**src/rtl/reg_file_param.sv**
```systemverilog
// Clocked two-read/one-write register bank with per-register pending bits.
// Read ports can be combinational or registered, with optional write forwarding.

module reg_file_param_rdport #(
    parameter int DATA_W   = 32,
    parameter int ADDR_W   = 5,
    parameter int ZERO_REG = 1,
    parameter int BYPASS   = 1,
    parameter int REG_READ = 0
) (
    input  logic [ADDR_W-1:0]                    addr,
    input  logic [2**ADDR_W-1:0][DATA_W-1:0]     mem,
    input  logic [2**ADDR_W-1:0]                 busy,
    input  logic                                 wr_ok,
    input  logic [ADDR_W-1:0]                    wr_addr,
    input  logic [DATA_W-1:0]                    wr_data,
    input  logic                                 set_ok,
    input  logic [ADDR_W-1:0]                    set_addr,
    output logic [DATA_W-1:0]                    data,
    output logic                                 pend
);
    logic wr_hit, set_hit;

    assign wr_hit  = wr_ok && (wr_addr == addr);
    assign set_hit = set_ok && (set_addr == addr);

    // Combinational bypass forwards only the busy-clear; a registered bypass
    // samples the full next state, so a lone busy-set is visible too.
    always_comb begin
        data = mem[addr];
        pend = busy[addr];
        if (BYPASS != 0 && wr_hit) begin
            data = wr_data;
            pend = set_hit;
        end
        if (BYPASS != 0 && REG_READ != 0 && set_hit)
            pend = 1'b1;
        if (ZERO_REG != 0 && addr == '0) begin
            data = '0;
            pend = 1'b0;
        end
    end
endmodule

module reg_file_param #(
    parameter int DATA_W   = 32,
    parameter int ADDR_W   = 5,
    parameter int ZERO_REG = 1,
    parameter int BYPASS   = 1,
    parameter int REG_READ = 0
) (
    input  logic              CLK,
    input  logic              RESET_N,
    input  logic [ADDR_W-1:0] RD_ADDR1,
    input  logic [ADDR_W-1:0] RD_ADDR2,
    output logic [DATA_W-1:0] RD_DATA1,
    output logic [DATA_W-1:0] RD_DATA2,
    output logic              RD_BUSY1,
    output logic              RD_BUSY2,
    input  logic              WR_EN,
    input  logic [ADDR_W-1:0] WR_ADDR,
    input  logic [DATA_W-1:0] WR_DATA,
    input  logic              BUSY_SET,
    input  logic [ADDR_W-1:0] BUSY_ADDR
);
    localparam int DEPTH = 2**ADDR_W;
    localparam int PORTS = 2;

    logic [DEPTH-1:0][DATA_W-1:0] mem;
    logic [DEPTH-1:0]             busy;
    logic                         wr_ok, set_ok;

    assign wr_ok  = WR_EN    && !(ZERO_REG != 0 && WR_ADDR   == '0);
    assign set_ok = BUSY_SET && !(ZERO_REG != 0 && BUSY_ADDR == '0);

    // Busy-set is assigned last so a younger load wins over a retiring write.
    always_ff @(posedge CLK or negedge RESET_N) begin
        if (!RESET_N) begin
            mem  <= '0;
            busy <= '0;
        end else begin
            if (wr_ok) begin
                mem[WR_ADDR]  <= WR_DATA;
                busy[WR_ADDR] <= 1'b0;
            end
            if (set_ok)
                busy[BUSY_ADDR] <= 1'b1;
        end
    end

    logic [PORTS-1:0][ADDR_W-1:0] rd_addr;
    logic [PORTS-1:0][DATA_W-1:0] sel_data;
    logic [PORTS-1:0]             sel_pend;

    assign rd_addr = {RD_ADDR2, RD_ADDR1};

    for (genvar p = 0; p < PORTS; p++) begin : g_port
        reg_file_param_rdport #(
            .DATA_W(DATA_W), .ADDR_W(ADDR_W), .ZERO_REG(ZERO_REG),
            .BYPASS(BYPASS), .REG_READ(REG_READ)
        ) u_port (
            .addr(rd_addr[p]), .mem(mem), .busy(busy),
            .wr_ok(wr_ok), .wr_addr(WR_ADDR), .wr_data(WR_DATA),
            .set_ok(set_ok), .set_addr(BUSY_ADDR),
            .data(sel_data[p]), .pend(sel_pend[p])
        );
    end

    if (REG_READ != 0) begin : g_reg
        logic [PORTS-1:0][DATA_W-1:0] data_q;
        logic [PORTS-1:0]             pend_q;

        always_ff @(posedge CLK or negedge RESET_N) begin
            if (!RESET_N) begin
                data_q <= '0;
                pend_q <= '0;
            end else begin
                data_q <= sel_data;
                pend_q <= sel_pend;
            end
        end

        assign RD_DATA1 = data_q[0];
        assign RD_DATA2 = data_q[1];
        assign RD_BUSY1 = pend_q[0];
        assign RD_BUSY2 = pend_q[1];
    end else begin : g_comb
        assign RD_DATA1 = sel_data[0];
        assign RD_DATA2 = sel_data[1];
        assign RD_BUSY1 = sel_pend[0];
        assign RD_BUSY2 = sel_pend[1];
    end
endmodule

```
**config.mk**
```make
export PLATFORM = sky130hd
export DESIGN_NAME = reg_file_param
export DESIGN_NICKNAME = d
export VERILOG_FILES = /design/src/rtl/reg_file_param.sv
export SDC_FILE = /design/constraint.sdc
export NUM_CORES = 2
export LEC_CHECK = 0
export CORE_MARGIN = 5
export CORE_UTILIZATION = 50
export DETAILED_ROUTE_END_ITERATION = 12
export GPL_TIMING_DRIVEN = 0
export PLACE_DENSITY_LB_ADDON = 0.08
export SETUP_SLACK_MARGIN = 0.3
export SYNTH_ARGS = -nofsm -noshare
export SYNTH_HDL_FRONTEND = slang
export SYNTH_SLANG_ARGS = --single-unit
```
**constraint.sdc**
```tcl
create_clock -name CLK -period 3.2 [get_ports CLK]
set_input_delay 0.32 -clock CLK [delete_from_list [all_inputs] [get_ports CLK]]
set_output_delay 0.32 -clock CLK [all_outputs]
set_load 0.01 [all_outputs]
```
## Word level (Yosys, flattened, before mapping)

Cells that the tools add are included.

| storage, ports and cells | value |
|---|---|
| memories | 0 |
| latch bits | 0 |
| memory bits (read-only) | 0 |
| RAM bits | 0 |
| output and inout port bits | 66 |
| logic and storage cells | 85 |
| register bits after elaboration | 1056 |

| cells by class | value |
|---|---|
| bitwise gates (word level) | 3 |
| reductions and logical operators | 14 |
| add/sub/neg operators | 0 |
| order comparisons | 6 |
| equal/unequal tests | 4 |
| shift operators | 0 |
| div/mod/pow operators | 0 |
| mux-type cells | 25 |
| multipliers | 0 |

Operators with widths:

| cell | count |
|---|---|
| bitwise mux 1024 bit | 1 |
| binary-select mux 32 bit (select 5 bit) | 2 |
| two-way mux 32 bit | 9 |
| demux 32 bit (select 5 bit) | 1 |
| bitwise AND 32 bit | 1 |
| inverter 32 bit | 1 |
| bitwise OR 32 bit | 1 |
| < comparator 5 x 6 -> 1 bit, second input constant | 4 |
| == test 5 bit | 4 |
| logical NOT 5 bit | 4 |
| binary-select mux 1 bit (select 5 bit) | 2 |
| demux 1 bit (select 5 bit) | 2 |
| >= comparator 5 x 1 -> 1 bit, second input constant | 2 |
| logical AND 1 bit | 8 |
| two-way mux 1 bit | 8 |
| logical NOT 1 bit | 2 |

## Depth between registers and ports, before layout

| depth | value |
|---|---|
| word-level depth | 9 |
| depth in mapped cells | 10 |
| depth with buffers taken out | 5 |

## Modules after synthesis

A second synthesis with hierarchy kept.

| unflattened totals | value |
|---|---|
| cells, all modules | 4023 |
| area total of the unflattened synthesis | 57754.1 sq um |

By module, submodules not included:

| module | sequential area each (sq um) | area each (sq um) | cells each | instances |
|---|---|---|---|---|
| reg_file_param | 26425.3 | 39439.1 | 2395 | 1 |
| reg_file_param_rdport | 0.0 | 9157.5 | 814 | 2 |

## Least setup slack after synthesis

Ideal clock, no wire load.

| path | value |
|---|---|
| path type | input to output |
| start | input port RD_ADDR1[0] |
| end | output port RD_DATA1[30] |
| data required time | 2.880 ns |
| path slack | 0.677 ns |
| data arrival time | 2.203 ns |
| cell stages on the path | 6 |
| cells stage by stage | clkbuf_1 > mux4_2 > mux4_2 > nor2_1 > a21oi_1 > a22o_1 |

| on the way | value |
|---|---|
| longest elaborated chain between the ends | 4 |
| elaborated cells between the ends (all ways) | 7 |
| classes of those cells | eq/ne (1); mux (4); reduce/logical (2) |

Ends and longest elaborated chain:

| element | line | text |
|---|---|---|
| start, declared | 54 | `input logic [ADDR_W-1:0] RD_ADDR1,` |
| binary-select mux 32 bit (select 5 bit) / == test 5 bit (equally long branches) | 30, 24 |  |
| two-way mux 32 bit (not written as such) / logical AND 1 bit (equally long branches) | 30, 24 |  |
| two-way mux 32 bit | 32 | `if (BYPASS != 0 && wr_hit) begin` |
| two-way mux 32 bit (*) | 38 | `if (ZERO_REG != 0 && addr == '0) begin` |
| end, declared | 56 | `output logic [DATA_W-1:0] RD_DATA1,` |

Every way passes the cells marked *; elsewhere a longest branch is shown, timed or not. The select of a mux whose other input is x is not followed.

## Final worst setup path

| path | value |
|---|---|
| start | input port RD_ADDR2[2] |
| end | output port RD_DATA2[11] |

| on the way | value |
|---|---|
| longest elaborated chain between the ends | 4 |
| elaborated cells between the ends (all ways) | 7 |
| classes of those cells | eq/ne (1); mux (4); reduce/logical (2) |

Ends and longest elaborated chain:

| element | line | text |
|---|---|---|
| start, declared | 55 | `input logic [ADDR_W-1:0] RD_ADDR2,` |
| binary-select mux 32 bit (select 5 bit) / == test 5 bit (equally long branches) | 30, 24 |  |
| two-way mux 32 bit (not written as such) / logical AND 1 bit (equally long branches) | 30, 24 |  |
| two-way mux 32 bit | 32 |  |
| two-way mux 32 bit (*) | 38 |  |
| end, declared | 57 | `output logic [DATA_W-1:0] RD_DATA2,` |

Marks and branches as above.

==> metrics.yaml <==
logic_synthesis:
  yosysMostFrequentCell: "dfrtp_1"
  yosysSeqAreaShare: 0.458
  ys_seq_elements: 1056
  synth.top_cell.area_share: 0.458
  synth_top_cells_by_count: "dfrtp_1, mux2_2, mux4_2"
  ys_warn_count: 0
  synth_area_leaders: "dfrtp_1, mux2_2, mux4_2"
  yosysTopAreaCell: "dfrtp_1"
  synth_flop_cell: "dfrtp_1"
  synth_edf_count: 0
  syn_area_per_cell_um2: 14.2
  synthDistinctLibCells: 65
  ys_async_sr_fraction: 1.00
  netlist_area_um2: 57600
  synth_cells: 4069
  synth_fp_nets: 4125
sta:
  timing_worst_slew_pin_value_ns: 1.66
  slew_headroom: -0.106
  drv_slew: 66
  hold_slack_ns: 0.164
  setup_viol: 2
  setup_ws_ns: -0.0549
  fin_crit_ns: 3.25
  hold_violations: 0
  rsz0062_at_grt: "true"
  fin_crit_sh: 1.02
  skew_ns: 0
  max_clock_freq_mhz: 307
power:
  power.leakage_uw: 0.0308
  switching_share: 0.309
  power_frac_clock: 0.332
  ir_drop_mv: 0.467
  fin_total_pwr_uw: 43000
  p_int_uw: 29700
  combPwrFrac: 0.252
  p_seq_frac: 0.416
  power_switching_uw: 13300
  p_per_area_nw_per_um2: 606
detailed_routing:
  drtAntennaViolNets: 0
  drc: 0
  drt-initial-drc-count: 7697
  vias_per_cell: 7.72
  avgRoutedWirePerCell_um: 49.5
  drt-total-wl_um: 305000
  drtPass1Iterations: 10
  dr_total_vias: 47572
status:
  run_status: "finished, violations left"
  violations: "capacitance limit, slew limit, setup timing"
placed_design:
  gp_congestion: 1.04
  place_ws_ns: -3.02
  port_buffers: 113
  dpl.cell_count: 5712
  hpwlAfterDp_um: 187000
grt:
  grt_usage: 0.494
  gr-total-overflow: 0
  grt_pass1_vias: 45462
  grt_pass1_wl_um: 401000
  antenna_found_initial: 25
  grt_max_degree: 179
min_path:
  hold_path.class: "in2reg"
die:
  rows: 124
  dieWidth_um: 350
  io_pins: 122
  dieHeight_um: 350
  initial_core_util: 0.503
  core-area_um2: 115000
  die-area_um2: 122000
finish:
  drive_gt1_frac: 0.512
  nFillCells: 8800
  area_growth_pct: 23.3
  post-route-util: 0.621
  final_cells: 6165
  final_nets: 4584
critical_path:
  crit_path_cell_trace: "buf_4, buf_8, clkinv_4, buf_12, buf_12, clkbuf_16, nor2_1, o22ai_2, a211oi_4, nor3_2, buf_2"
  crit_top_cell: "buf_12"
  start_kind: "input pin"
  cp.required_ns: 2.88
  critical_path.slowest_cell: "a211oi_4"
  endpoint_kind: "output pin"
  path_class: "in2out"
  cp_num_buf_inv: 7
  cp.arrival_ns: 2.93
  slowest_delay_ns: 0.54
  cp_max_fo: 10
  timing.critical_path.max_delay_family: "buffers and inverters"
cts:
  root_buffer: "clkbuf_16"
  cts_buffers: 119
  clk-insertion-delay-late_ns: 0.77
  clock_sinks: 1056
  cts_tree: "yes"
  cts_max_level: 3
  clockBufferDepth: 3
  clk_pin_slew_worst_paths_ns: 0.07
job:
  max-cap-violations: 7
## cells by family (layout without fill, tap and decap cells)
group | after synthesis | count (layout) | share of synthesized area
muxes | 1682 | 1682 | 0.406
and+or+nand+nor | 279 | 279 | 0.0240
buffers and inverters | 485 | 1039 | 0.0415
AOI/OAI and AO/OA | 547 | 547 | 0.0674
xor gates and xnor gates | 20 | 20 | 0.00317
other | 0 | 30 | 0
DFF | 1056 | 1056 | 0.458
## placed cells by master, fill, tap and decap left out, types with 32 or more instances in the layout
| master | count |
|---|---|
| a21oi_1 | 55 |
| a221oi_1 | 35 |
| mux2i_1 | 256 |
| nand2_1 | 84 |
| a221o_1 | 44 |
| clkbuf_8 | 64 |
| buf_12 | 89 |
| mux2_2 | 990 |
| clkbuf_2 | 39 |
| buf_2 | 59 |
| clkdlybuf4s50_1 | 38 |
| o21ai_0 | 96 |
| buf_6 | 47 |
| buf_8 | 32 |
| a221oi_2 | 48 |
| clkbuf_1 | 214 |
| clkbuf_16 | 137 |
| buf_16 | 59 |
| dfrtp_1 | 1056 |
| nor2_1 | 53 |
| mux4_2 | 418 |
| buf_4 | 144 |
## through the flow
step	cell area, um^2	setup TNS [ns]
final	71100	-0.0842
after global routing	71000	0
after CTS	70200	0
after detailed placement	61200	-340.22
after global placement	60700	-
after floorplan	57600	0
## final cells by class
type,instances,area [um^2],share of cell area
tap,1512,1890,0.0266
sequential,1056,26400,0.372
timing repair buffer,338,3730,0.0526
buffer,458,4710,0.0664
clock inverter,38,429,0.00604
inverter,27,111,0.00157
antenna,30,75.1,0.00106
clock buffer,178,3520,0.0496
multi-input combinational,2528,30200,0.424
## tightest hold or removal path, delay by kind of cell
| family | cells | cell delay (ns) |
|---|---|---|
| buf+inv | 1 | 0.22 |
| simple gates | 1 | 0.26 |
| compound gates | 1 | 0.09 |
## power by group through the flow
stage / clock network [uW] / logic, uW / registers, uW
floorplan: 0 / 6270 / 17300
CTS: 14100 / 10100 / 17700
global route: 14600 / 11100 / 18100
finish: 14300 / 10800 / 17900
detailed placement: 0 / 9290 / 18000
global placement: 0 / 9010 / 17900
## worst paths after layout
path                                end          from  slack (ns)  depth (start not counted)
setup / recovery           RD_DATA2[11]   RD_ADDR2[2]       -0.05                         11
hold / removal                 busy[20]  BUSY_ADDR[4]        0.16                          3
setup reg to reg               mem[503]      mem[503]        2.28                          2
hold reg to reg                  mem[5]        mem[5]        0.49                          1
max in group asynchronous      mem[518]       RESET_N        0.73                          4
min in group asynchronous      mem[122]       RESET_N        0.20                          2
## what timing repair did
action / 4_1_cts / 5_1_grt
pin swaps: 81 / 81
hold endpoints to repair: 138 / 0
setup endpoints to repair: 155 / 66
hold buffers: 1 / 0
gates cloned: 6 / 1
gates resized for setup: 951 / 214
buffers inserted: 165 / 34
## state kept, by name, summed over array words and instances (netlist names)
| signal | flops |
|---|---|
| mem | 1024 |
| busy | 32 |
## routing by layer
metal / vias up / global-route usage / share of wire
met1: 24612 / 0.571 / 0.33
met4: 22 / 0.420 / 0.12
li1: 16718 / - / -
met2: 4548 / 0.646 / 0.39
met5: - / 0.0285 / 0.0018
met3: 1672 / 0.288 / 0.16
(Power assumes the default switching activity.)
